===== src/rtl/load_store_unit_if.sv =====
// Data-memory request/ack bus between the load/store unit and memory.
`ifndef XLEN
`define XLEN 32
`endif

interface load_store_unit_if;
  logic              or_mem_req;
  logic [`XLEN-1:0]  or_mem_addr;
  logic [`XLEN-1:0]  or_mem_data;
  logic [2:0]        or_mem_funct3;
  logic              or_mem_read_write;
  logic              i_mem_ack;
  logic [`XLEN-1:0]  i_mem_data;

  // Initiator side: the load/store unit.
  modport master (
    output or_mem_req, or_mem_addr, or_mem_data, or_mem_funct3, or_mem_read_write,
    input  i_mem_ack, i_mem_data
  );

  // Target side: the data memory.
  modport slave (
    input  or_mem_req, or_mem_addr, or_mem_data, or_mem_funct3, or_mem_read_write,
    output i_mem_ack, i_mem_data
  );
endinterface


===== src/rtl/load_store_unit.sv =====
// Load/store unit: computes the effective address, rejects illegal or misaligned
// accesses, holds a memory request until ack or timeout, and reports completion.
`ifndef XLEN
`define XLEN 32
`endif

module load_store_unit #(
  parameter int unsigned TIMEOUT_CYCLES = 16,
  parameter int unsigned CNT_W          = 8
) (
  input  logic              i_clk,
  input  logic              i_rst_n,
  input  logic              i_start,
  input  logic              i_is_load,
  input  logic [2:0]        i_funct3,
  input  logic [`XLEN-1:0]  i_base,
  input  logic [`XLEN-1:0]  i_offset,
  input  logic [`XLEN-1:0]  i_store_data,
  load_store_unit_if.master mem,
  output logic              or_busy,
  output logic              or_done,
  output logic [`XLEN-1:0]  or_load_data,
  output logic              or_exc,
  output logic [1:0]        or_exc_code
);

  localparam logic [1:0] StIdle = 2'd0;
  localparam logic [1:0] StReq  = 2'd1;
  localparam logic [1:0] StResp = 2'd2;

  localparam logic [CNT_W-1:0] TimeoutVal = CNT_W'(TIMEOUT_CYCLES);
  localparam bit               TimeoutEn  = (TIMEOUT_CYCLES != 0);

  localparam logic [1:0] ExcMisaligned = 2'b01;
  localparam logic [1:0] ExcIllegal    = 2'b10;
  localparam logic [1:0] ExcTimeout    = 2'b11;

  logic [1:0]        r_state;
  logic [CNT_W-1:0]  r_cnt;

  logic [`XLEN-1:0]  w_addr;
  logic              w_legal;
  logic              w_misaligned;
  logic [CNT_W-1:0]  w_cnt_inc;
  logic              w_timeout;

  // Decode the operation offered in IDLE and the timeout condition while in REQ.
  always_comb begin
    w_addr  = i_base + i_offset;
    w_legal = 1'b0;
    case (i_funct3)
      3'b000, 3'b001, 3'b010: w_legal = 1'b1;
      3'b100, 3'b101:         w_legal = i_is_load;  // LBU/LHU have no store form
      default:                w_legal = 1'b0;
    endcase
    w_misaligned = ((i_funct3[1:0] == 2'b01) && w_addr[0]) ||
                   ((i_funct3 == 3'b010) && (w_addr[1:0] != 2'b00));
    w_cnt_inc    = r_cnt + 1'b1;
    w_timeout    = TimeoutEn && (w_cnt_inc == TimeoutVal);
  end

  // Sequencer: sample in IDLE, hold the request in REQ, one response cycle in RESP.
  always_ff @(posedge i_clk or negedge i_rst_n) begin
    if (!i_rst_n) begin
      r_state               <= StIdle;
      r_cnt                 <= '0;
      mem.or_mem_req        <= 1'b0;
      mem.or_mem_addr       <= '0;
      mem.or_mem_data       <= '0;
      mem.or_mem_funct3     <= 3'b000;
      mem.or_mem_read_write <= 1'b0;
      or_busy               <= 1'b0;
      or_done               <= 1'b0;
      or_load_data          <= '0;
      or_exc                <= 1'b0;
      or_exc_code           <= 2'b00;
    end else begin
      or_done <= 1'b0;
      case (r_state)
        StIdle: begin
          if (i_start) begin
            mem.or_mem_addr       <= w_addr;
            mem.or_mem_data       <= i_store_data;
            mem.or_mem_funct3     <= i_funct3;
            mem.or_mem_read_write <= i_is_load;
            or_busy               <= 1'b1;
            if (!w_legal || w_misaligned) begin
              // Rejected before memory sees it; illegal funct3 outranks misalignment.
              r_state      <= StResp;
              or_done      <= 1'b1;
              or_exc       <= 1'b1;
              or_exc_code  <= !w_legal ? ExcIllegal : ExcMisaligned;
              or_load_data <= '0;
            end else begin
              r_state        <= StReq;
              mem.or_mem_req <= 1'b1;
              r_cnt          <= '0;
            end
          end
        end
        StReq: begin
          if (mem.i_mem_ack) begin
            // Ack wins even on the cycle the timeout would expire.
            mem.or_mem_req <= 1'b0;
            r_state        <= StResp;
            or_done        <= 1'b1;
            if (mem.or_mem_read_write) begin
              or_load_data <= mem.i_mem_data;
            end
          end else if (w_timeout) begin
            mem.or_mem_req <= 1'b0;
            r_state        <= StResp;
            or_done        <= 1'b1;
            or_exc         <= 1'b1;
            or_exc_code    <= ExcTimeout;
            or_load_data   <= '0;
          end else begin
            r_cnt <= w_cnt_inc;
          end
        end
        StResp: begin
          // Also guarantees a req-low cycle before the next issue.
          r_state     <= StIdle;
          or_busy     <= 1'b0;
          or_exc      <= 1'b0;
          or_exc_code <= 2'b00;
        end
        default: begin
          r_state <= StIdle;
          or_busy <= 1'b0;
        end
      endcase
    end
  end

endmodule

===== src/flat_wrapper.sv =====
// flat-port wrapper written by rule: the top's interface ports become plain ports
module load_store_unit_flat 
#(
  parameter int unsigned TIMEOUT_CYCLES = 16,
  parameter int unsigned CNT_W          = 8
)
  (i_clk, i_rst_n, i_start, i_is_load, i_funct3, i_base, i_offset, i_store_data, or_busy, or_done, or_load_data, or_exc, or_exc_code, mem_or_mem_req, mem_or_mem_addr, mem_or_mem_data, mem_or_mem_funct3, mem_or_mem_read_write, mem_i_mem_ack, mem_i_mem_data);
  load_store_unit_if mem_i ();
  input  logic i_clk;
  input  logic i_rst_n;
  input  logic i_start;
  input  logic i_is_load;
  input  logic [2:0] i_funct3;
  input  logic [`XLEN-1:0] i_base;
  input  logic [`XLEN-1:0] i_offset;
  input  logic [`XLEN-1:0] i_store_data;
  output logic or_busy;
  output logic or_done;
  output logic [`XLEN-1:0] or_load_data;
  output logic or_exc;
  output logic [1:0] or_exc_code;
  output wire logic [$bits(mem_i.or_mem_req)-1:0] mem_or_mem_req;
  output wire logic [$bits(mem_i.or_mem_addr)-1:0] mem_or_mem_addr;
  output wire logic [$bits(mem_i.or_mem_data)-1:0] mem_or_mem_data;
  output wire logic [$bits(mem_i.or_mem_funct3)-1:0] mem_or_mem_funct3;
  output wire logic [$bits(mem_i.or_mem_read_write)-1:0] mem_or_mem_read_write;
  input wire logic [$bits(mem_i.i_mem_ack)-1:0] mem_i_mem_ack;
  input wire logic [$bits(mem_i.i_mem_data)-1:0] mem_i_mem_data;
  assign mem_or_mem_req = mem_i.or_mem_req;
  assign mem_or_mem_addr = mem_i.or_mem_addr;
  assign mem_or_mem_data = mem_i.or_mem_data;
  assign mem_or_mem_funct3 = mem_i.or_mem_funct3;
  assign mem_or_mem_read_write = mem_i.or_mem_read_write;
  assign mem_i.i_mem_ack = mem_i_mem_ack;
  assign mem_i.i_mem_data = mem_i_mem_data;
  load_store_unit #(.TIMEOUT_CYCLES(TIMEOUT_CYCLES), .CNT_W(CNT_W)) u_core (.i_clk(i_clk), .i_rst_n(i_rst_n), .i_start(i_start), .i_is_load(i_is_load), .i_funct3(i_funct3), .i_base(i_base), .i_offset(i_offset), .i_store_data(i_store_data), .mem(mem_i), .or_busy(or_busy), .or_done(or_done), .or_load_data(or_load_data), .or_exc(or_exc), .or_exc_code(or_exc_code));
endmodule

===== config.mk =====
export PLATFORM = sky130hd
export DESIGN_NAME = load_store_unit_flat
export DESIGN_NICKNAME = d
export VERILOG_FILES = /design/src/rtl/load_store_unit_if.sv /design/src/rtl/load_store_unit.sv /design/src/flat_wrapper.sv
export SDC_FILE = /design/constraint.sdc
export NUM_CORES = 1
export LEC_CHECK = 0
export ABC_AREA = 1
export CAP_MARGIN = 20
export CORE_UTILIZATION = 42
export CTS_CLUSTER_SIZE = 40
export DETAILED_ROUTE_END_ITERATION = 6
export MAX_ROUTING_LAYER = met4
export PLACE_DENSITY = 0.77
export SYNTH_ARGS = -nofsm -noshare
export SYNTH_HDL_FRONTEND = slang
export SYNTH_SLANG_ARGS = --single-unit

===== constraint.sdc =====
create_clock -name i_clk -period 1.6 [get_ports i_clk]
set_input_delay 0.24 -clock i_clk [delete_from_list [all_inputs] [get_ports i_clk]]
set_output_delay 0.24 -clock i_clk [all_outputs]
set_load 0.05 [all_outputs]

==> impl_metrics.tcl, run 1 <==
set metrics [dict create \
    status "finished with violations" \
    violations "setup timing" \
    synth.top_cell.area_share 0.395 \
    synth_area_leaders "dfrtp_1 39%, nand2_1 27%, inv_1 6.7%" \
    grt_usage 0.256 \
    start_util 0.428 \
    finalInstanceArea_sq_um 12300 \
    ff2ff_path_depth 13 \
    clockBufferDepth 2 \
    tightestPinTransition_ps 479 \
    antenna_found_initial 0 \
    area_delta_synth_final_pct 67.9 \
    gp_congestion 0.903 \
    num_vias 8152 \
    finalSetupViolCount 47 \
    drv_slew 0 \
    clk_pin_slew_ps 60 \
    drcViolationCount 0 \
    clkSinkCount 116 \
    synth-simple-area-share 0.389 \
    dpl-instance-area_sq_um 10500 \
    final_cell_mix "459 x nand2_1, 205 x buf_4, 126 x inv_1, 116 x dfrtp_1, 86 x clkdlybuf4s50_1" \
    maxCapViolCount 0 \
    syn_area_per_cell_sq_um 6.81 \
    cp_data_arrival_time_ps 2190 \
    finClkSkew_ps 7.37 \
    synthCells 1080 \
    clk_latency_ps 410 \
    synth_area_sq_um 7350 \
    numPortBuffers 241 \
    syn_nets 1253 \
    numCtsBuffers 17 \
    synthMuxAreaShare 0 \
    viasPerCell 4.89 \
    layout_min_cycle_time_ps 1900 \
    wl_per_cell_um 14.6 \
    cts-root-buf "clkbuf_16" \
    cts_max_level 4 \
    netlist.top_cell.by_area "dfrtp_1" \
    synth_compound_area_frac 0.0425 \
    drive_gt1_frac 0.288 \
    pre_cts_slack_ps -768 \
    synth_top_family_by_area "simple AND/OR/NAND/NOR gates" \
    n_antenna_cell 0 \
    fp.dieW_um 134 \
    power_mw 20.1 \
    first_global_vias 7500 \
    maxSlewHeadroom 0.681 \
    setup_slack_ps -298 \
    hold_path_class "input pin to flop" \
    nFillCells 1295 \
    yosysWarnings 0 \
    die_h_um 134 \
    crit_path_top_delay_cell "dfrtp_1" \
    fmax_mhz 527 \
    yosys.area_share.adder 0.0640 \
    rsz0062_at_grt "true" \
    ir_drop_uv 1350 \
    hold_slack_ps 303 \
    critical_path.endpoint_type "flop" \
    path_max_fanout 8 \
    die_area_sq_um 18000 \
    ys_ff_latch 116 \
    powerDensity_nw_per_um2 1630 \
    ant_nets 0 \
    final_common_cell "nand2_1" \
    drt_iter0_markers 437 \
    dp_hpwl_um 16300 \
    cpPeakStageDelay_ps 380 \
    synth-xor-area-share 0.0191 \
    hold_violations 0 \
    crit_chain "ha_2, nand2_2, inv_4, nand3b_1, nand2_2, nand3_2, nor2_4, nand2_4, nand2_8, nand2_8, clkbuf_16, nand2_1, nand2_1" \
    rows 48 \
    seq_area_frac_synth 0.395 \
    grt_start_max_net_pins 39 \
    critPathKind "flop to flop" \
    coreArea_sq_um 17200 \
    min_path_cells 4 \
    p_leak_nw 6.84 \
    dr.pass1.iters 7 \
    post-route-util 0.719 \
    io_pins 242 \
    ys_types 29 \
    grt_pass1_wl_um 35600 \
    finalWirelength_um 24400 \
    cts_tree "built" \
    cp.required_ps 1890 \
    period_share 1.19 \
    overflow 0 \
    cp-start-kind "flop" \
    final_nets 1602 \
]
==> report_power, final <==
part	switching [mW]	total, mW	internal (mW)
Combinational	7.29	11.3	3.98
Sequential	0.645	4.64	3.99
Clock	1.39	4.23	2.84
Total	9.32	20.1	10.8
==> stage by stage <==
step	TNS, ps	std cells
6_report	-10430	1667
5_1_grt	-15340	1667
4_1_cts	-7610	1652
3_5_place_dp	-49580	1610
3_3_place_gp	-46960	1610
2_1_floorplan	-4410	1080
==> sequential cells by signal (all words and copies together), names as in the netlist <==
signal,count
u_core.mem.or_mem_data,32
u_core.or_busy,1
u_core.mem.or_mem_funct3,3
u_core.or_load_data,32
u_core.mem.or_mem_read_write,1
u_core.mem.or_mem_req,1
u_core.mem.or_mem_addr,32
u_core.r_cnt,8
u_core.or_exc,1
u_core.r_state,2
u_core.or_done,1
u_core.or_exc_code,2
==> cell families after synthesis <==
kind of cell	Yosys count
buffers and inverters	165
flip-flops	116
AO/OA/AOI/OAI	60
XOR/XNOR	16
AND/OR/NAND/NOR	686
adder cells (fa/ha/maj)	37
==> cell type report <==
type,instances,area (sq um),share of cell area
sequential,116,2900,0.235
timing repair buffer,359,3380,0.274
clock buffer,19,453,0.0367
multi-input combinational,799,4600,0.373
clock inverter,13,204,0.0165
tap,225,282,0.0228
inverter,136,522,0.0423
==> repair_timing <==
item / in CTS / in global routing
cloned: 1 / 5
buffers inserted: 8 / 10
hold buffers: 1 / 0
setup endpoints to repair: 72 / 68
hold endpoints to repair: 31 / 0
resized for setup: 66 / 161
pin swaps: 10 / 43
==> synth_stat cells, drive strengths merged <==
cell / number
o211ai: 1
a21oi: 26
ha: 36
nand2: 531
fa: 1
o21ai: 29
xnor2: 14
nand4: 9
nand3b: 41
nand3: 45
nor2: 54
nor3: 5
xor2: 2
clkbuf: 20
and2: 1
buf: 9
o21bai: 2
dfrtp: 116
inv: 136
a21o: 2
==> worst max-delay path: cells and delay by family (launching register included) <==
kind                       cells  cell delay (ps)
adders and majority gates      1              200
and+or+nand+nor               10              940
buffers and inverters          2              250
DFF                            1              380
==> worst paths after layout <==
| path | startpoint | endpoint | slack, ps |
|---|---|---|---|
| hold / removal | i_base[0] | u_core.mem.or_mem_addr[0] | 300 |
| max in group asynchronous | i_rst_n | u_core.mem.or_mem_addr[6] | 670 |
| min in group asynchronous | i_rst_n | u_core.r_state[0] | 330 |
| setup / recovery | u_core.r_cnt[0] | u_core.or_load_data[23] | -300 |
| hold reg to reg | u_core.or_exc_code[0] | u_core.or_exc_code[0] | 480 |
| setup reg to reg | u_core.r_cnt[0] | u_core.or_load_data[23] | -300 |
==> layer usage <==
metal,vias up,share of wire,GRT usage
met2,284,0.52,0.440
met5,-,0,-
met3,37,0.053,0.0363
li1,4019,-,-
met4,0,0.019,0.0861
met1,3812,0.41,0.307
Note: power is estimated with default switching activity, not from simulation.
==> inputs of run 2 (changes only) <==
clock period = 1.7 ns   (was 1.6 ns; I/O delays follow)
==> run 2 against run 1 <==
The flow still finishes with violations (setup timing). Cell area fell by 5.3%. First-iteration DRC count rose by 3.7%. Critical path type unchanged. Largest cell class unchanged. Sequential share of layout area rose by 1.3 points. Sequential cell count did not move. Clock power fell by 14%.
==> impl_metrics.tcl, run 2 (same netlist as run 1, synthesis figures left out) <==
set metrics [dict create \
    status "finished with violations" \
    violations "setup timing" \
    crit_path_top_delay_cell "dfrtp_1" \
    hold_violations 0 \
    drive_gt1_frac 0.243 \
    cpPeakStageDelay_ps 380 \
    ir_drop_uv 940 \
    wl_per_cell_um 13.9 \
    crit_buf_inv 2 \
    num_vias 7965 \
    critPathKind "flop to flop" \
    p_clk_frac 0.203 \
    clk_latency_ps 410 \
    n_antenna_cell 0 \
    final_cell_mix "490 x nand2_1, 183 x buf_4, 129 x inv_1, 115 x clkdlybuf4s50_1, 114 x dfrtp_1" \
    dr.pass1.iters 5 \
    fmax_mhz 549 \
    p_switching_mw 8.43 \
    first_global_vias 7310 \
    io_pins 242 \
    fin_tns_setup_ps -3760 \
    die_h_um 134 \
    setup_slack_ps -123 \
    clk_pin_slew_ps 60 \
    crit_chain "ha_2, nand2_1, inv_2, nand2_4, nand2_2, nand2_2, nand3_2, nor2_4, nand2_4, nand2_8, nand2_8, buf_12, nand2_1, nand2_1" \
    final_nets 1575 \
    finClkSkew_ps 8.84 \
    clockBufferDepth 2 \
    drt_iter0_markers 453 \
    powerDensity_nw_per_um2 1530 \
    cp.required_ps 2000 \
    multi_input_area_sq_um 4390 \
    crit_top_cell "nand2_1" \
    fp.dieW_um 134 \
    coreArea_sq_um 17200 \
    cts_tree "built" \
    fin_cells 1640 \
    tightestPinTransition_ps 419 \
    dp_hpwl_um 16500 \
    reg_top3 "u_core.mem.or_mem_addr x32, u_core.mem.or_mem_data x32, u_core.or_load_data x32" \
    viasPerCell 4.86 \
    finalWirelength_um 22700 \
    nFillCells 1385 \
    clkSinkCount 116 \
    layout_min_cycle_time_ps 1820 \
    overflow 0 \
    hold_path_class "input pin to asynchronous set/reset pin" \
    power.internal_mw 9.43 \
    cp_data_arrival_time_ps 2120 \
    area_delta_synth_final_pct 59.0 \
    grt_usage 0.251 \
    grt_start_max_net_pins 69 \
    switching_share 0.472 \
    finalSetupViolCount 45 \
    antenna_found_initial 0 \
    cp-start-kind "flop" \
    numCtsBuffers 17 \
    cts_max_level 4 \
    ant_nets 0 \
    drv_slew 0 \
    p_leak_nw 6.35 \
    period_share 1.07 \
    combPwrFrac 0.552 \
    maxCapViolCount 0 \
    die_area_sq_um 18000 \
    seq_area_sq_um 2910 \
    critical_path.endpoint_type "flop" \
    cts-root-buf "clkbuf_16" \
    placed_cells 1600 \
    start_util 0.428 \
    grt_pass1_wl_um 34800 \
    drcViolationCount 0 \
    p_seq_frac 0.245 \
    path_delay_family "simple AND/OR/NAND/NOR gates" \
    rsz0062_at_grt "true" \
    maxSlewHeadroom 0.720 \
    final_common_cell "nand2_1" \
    path_max_fanout 11 \
    rows 48 \
    numPortBuffers 241 \
    gp_congestion 0.907 \
    hold_slack_ps 326 \
]
## run 2: changes by cell type in the layout (fill, tap and decap cells not counted), sizes merged, moves of 2 or more
| cell | change |
|---|---|
| buf | -25 |
| bufinv | -2 |
| clkbuf | -4 |
| clkdlybuf4s50 | +29 |
| clkinv | +2 |
| dlygate4sd2 | -2 |
| dlymetal6s2s | -27 |
## run 2: through the flow
stage / power [mW] / cell area [sq um] / setup WS [ps] / utilization
detailed placement: 13.8 / 10400 / -737 / 0.604
floorplan: 10.4 / 7400 / -39.5 / -
finish: 17.9 / 11700 / -123 / 0.681
global placement: 13.6 / 10400 / -639 / 0.604
CTS: 17.6 / 11100 / -101 / 0.648
global route: 18.8 / 11700 / -199 / 0.681
## run 2: repair_timing
action / 4_1_cts / 5_1_grt
endpoints found under the hold margin: 26 / 0
setup buffers: 5 / 1
gates resized for setup: 30 / 111
setup endpoints to repair: 65 / 68
cloned: 1 / 1
pin swaps: 14 / 19
hold buffers: 1 / 0
## run 2: worst paths after layout
kind	startpoint	endpoint	slack, ps	cells past startpoint
max	u_core.r_cnt[0]	u_core.or_load_data[2]	-120	14
min	i_rst_n	u_core.r_cnt[4]	330	2
max reg2reg	u_core.r_cnt[0]	u_core.or_load_data[2]	-120	14
min reg2reg	u_core.or_load_data[17]	u_core.or_load_data[17]	470	2
max in group asynchronous	i_rst_n	u_core.or_load_data[31]	810	3
min in group i_clk	i_store_data[27]	u_core.mem.or_mem_data[27]	380	3
## run 2: power groups by stage
stage / clock [mW] / sequential (mW) / combinational (mW)
6_report: 3.63 / 4.37 / 9.86
5_1_grt: 3.84 / 4.48 / 10.5
4_1_cts: 3.69 / 4.37 / 9.53
3_5_place_dp: 0 / 4.39 / 9.40
3_3_place_gp: 0 / 4.36 / 9.28
2_1_floorplan: 0 / 7.64 / 2.74
## run 2: layout make-up
type,instances,share of cell area
Clock buffer,19,0.0387
Clock inverter,13,0.0135
Inverter,136,0.0439
Multi-Input combinational cell,800,0.375
Sequential cell,116,0.248
Tap cell,225,0.0241
Timing Repair Buffer,331,0.256
## run 2: metal layers
| metal | GRT usage | share of wire | vias to the layer above |
|---|---|---|---|
| li1 | - | - | 3963 |
| met1 | 0.306 | 0.42 | 3661 |
| met2 | 0.404 | 0.49 | 292 |
| met3 | 0.0465 | 0.052 | 49 |
| met4 | 0.115 | 0.035 | 0 |
| met5 | - | 0 | - |
==> RTL edit (config.mk and constraints of run 2) <==
Add an input register stage for `i_offset`, without a reset; this delays it by one clock. The other inputs are not delayed to match.
--- a/src/rtl/load_store_unit.sv
+++ b/src/rtl/load_store_unit.sv
@@ -35,6 +35,12 @@
   localparam logic [1:0] ExcIllegal    = 2'b10;
   localparam logic [1:0] ExcTimeout    = 2'b11;
 
+  logic [`XLEN-1:0] i_offset_q;
+
+  always_ff @(posedge i_clk) begin
+    i_offset_q <= i_offset;
+  end
+
   logic [1:0]        r_state;
   logic [CNT_W-1:0]  r_cnt;
 
@@ -46,7 +52,7 @@
 
   // Decode the operation offered in IDLE and the timeout condition while in REQ.
   always_comb begin
-    w_addr  = i_base + i_offset;
+    w_addr  = i_base + i_offset_q;
     w_legal = 1'b0;
     case (i_funct3)
       3'b000, 3'b001, 3'b010: w_legal = 1'b1;
Formal check against the unedited RTL: not equivalent (Yosys sat finds a counterexample within 4 cycles, from zero or initial values and one cycle with i_rst_n low).
==> RTL edit against run 2 <==
  * Total power up 11%
  * Critical endpoint is now u_core.or_load_data[28]
  * The flow still finishes with violations (negative setup slack)
  * Clock power up 2%
  * First-iteration DRC count down 15%
  * Sequential cell count up 32
  * Die area up 7.6%
  * Setup slack worse by 0.24 ns
  * Largest cell class unchanged
  * Final area up 8.0%
  * Clock skew about the same
  * Wire length up 10%
  * Highest routed layer unchanged
  * Cell count up 0.79%
  * Area after synthesis up 7.8%
  * Critical path type unchanged
==> RTL edit: results (changes against run 2) <==
average vias per placed instance - 4.946 (+1.8%)
Critical Path Fanout Max - 6 (-5)
post-DR wirelength/cell - 15.18 µm (+9.6%)
ys async rst share - 78.38% (-22 points)
met1 WL - 10190 µm (+6.0%)
top cell family by delay on the critical path - adder cells
Critical-path top delay cell - fa_1
failing checks - negative setup slack
DR WL met3 - 1288 µm (+8.3%)
Post-CTS Setup Repair Bufs - 6 (+1)
nets - 1584 (+0.57%)
GP Congestion - 0.9097 (+0.28%)
pre-CTS WS - -0.7921 ns (-0.05531 ns)
sw power - 9458 µW (+12%)
Pleak - 0.006531 µW (+2.8%)
clock power share - 18.7% (-1.6 points)
XOR/XNOR share of the synthesized area - 1.769% (-0.14 points)
crit path DAT - 2.41 ns (+0.29 ns)
Compound-Gate Fraction of Synth Area - 7.627% (+3.4 points)
gr usage total - 25.07% (-0.036 points)
R2R Path End - u_core.or_load_data[28]
setup ws final - -0.3593 ns (-0.2368 ns)
adder-cell area share of the yosys netlist - 5.937% (-0.46 points)
placed insts - 1602 (+0.13%)
max incr delay on CP - 0.48 ns (+0.10 ns)
Commonest cells post-synth - nand2_1 (494), inv_1 (136), dfrtp_1 (116)
Final setup violation count - 57 (+27%)
Final Power - 19790 µW (+11%)
Fill cells - 1353 (-2.3%)
clk_lat worst skew - 0.43 ns (+0.02 ns)
Logic pwr share - 54.8% (-0.4 points)
wire length on met2 - 12790 µm (+15%)
M1 GR Usage - 28.95% (-1.7 points)
run status - finished with violations
area of the multi-input gates - 4609 µm² (+5.1%)
Setup TNS Final - -13.79 ns (-10.03 ns)
synth unique cells - 33 (+14%)
clock skew - 0.008667 ns (-0.0001749 ns)
Worst R2R Start - u_core.i_offset_q[0]
Least-Margin Pin Slew - 0.3912 ns (-0.02803 ns)
## RTL edit: cell count changes in the layout (fill, tap and decap cells not counted), sizes merged, moves of 3 or more
cell	before	now
o21ai	29	61
nand2	531	498
nand3	46	49
inv	136	142
dfxtp	0	32
nand3b	41	5
clkdlybuf4s50	115	133
buf	195	201
dlymetal6s2s	15	1
## RTL edit: final cells by class
type / count / share of cell area, %
clock buffer: 17 / 3.368
clock inverter: 15 / 1.169
inverter: 137 / 4.092
multi-input combinational: 768 / 36.50
sequential: 148 / 28.17
tap: 229 / 2.269
timing repair buffer: 339 / 24.44
## RTL edit: worst max path at each step
stage          slack, ns  cells past startpoint                 endpoint            startpoint
2_1_floorplan      -0.18                     10  u_core.or_load_data[23]  u_core.i_offset_q[0]
3_3_place_gp       -0.71                     11  u_core.or_load_data[29]             i_base[0]
3_5_place_dp       -0.79                     11  u_core.or_load_data[14]             i_base[0]
4_1_cts            -0.32                     10   u_core.or_load_data[4]  u_core.i_offset_q[0]
5_1_grt            -0.42                     10  u_core.or_load_data[28]  u_core.i_offset_q[0]
6_report           -0.36                     10  u_core.or_load_data[28]  u_core.i_offset_q[0]
## RTL edit: cell families (layout without fill, tap and decap cells)
logic type               after synthesis  after routing
buffers and inverters                163            508
AO/OA/AOI/OAI                         93             93
flip-flops                           148            148
adder cells (fa/ha/maj)               37             37
XOR/XNOR                              16             16
AND/OR/NAND/NOR                      621            622
## RTL edit: worst reg2reg max path: cells and delay by family (launching register included)
kind / cells / cell delay (ns)
buffers and inverters: 1 / 0.21
AO/OA/AOI/OAI: 3 / 0.38
flip-flops: 1 / 0.33
adder cells (fa/ha/maj): 2 / 0.64
AND/OR/NAND/NOR: 4 / 0.43
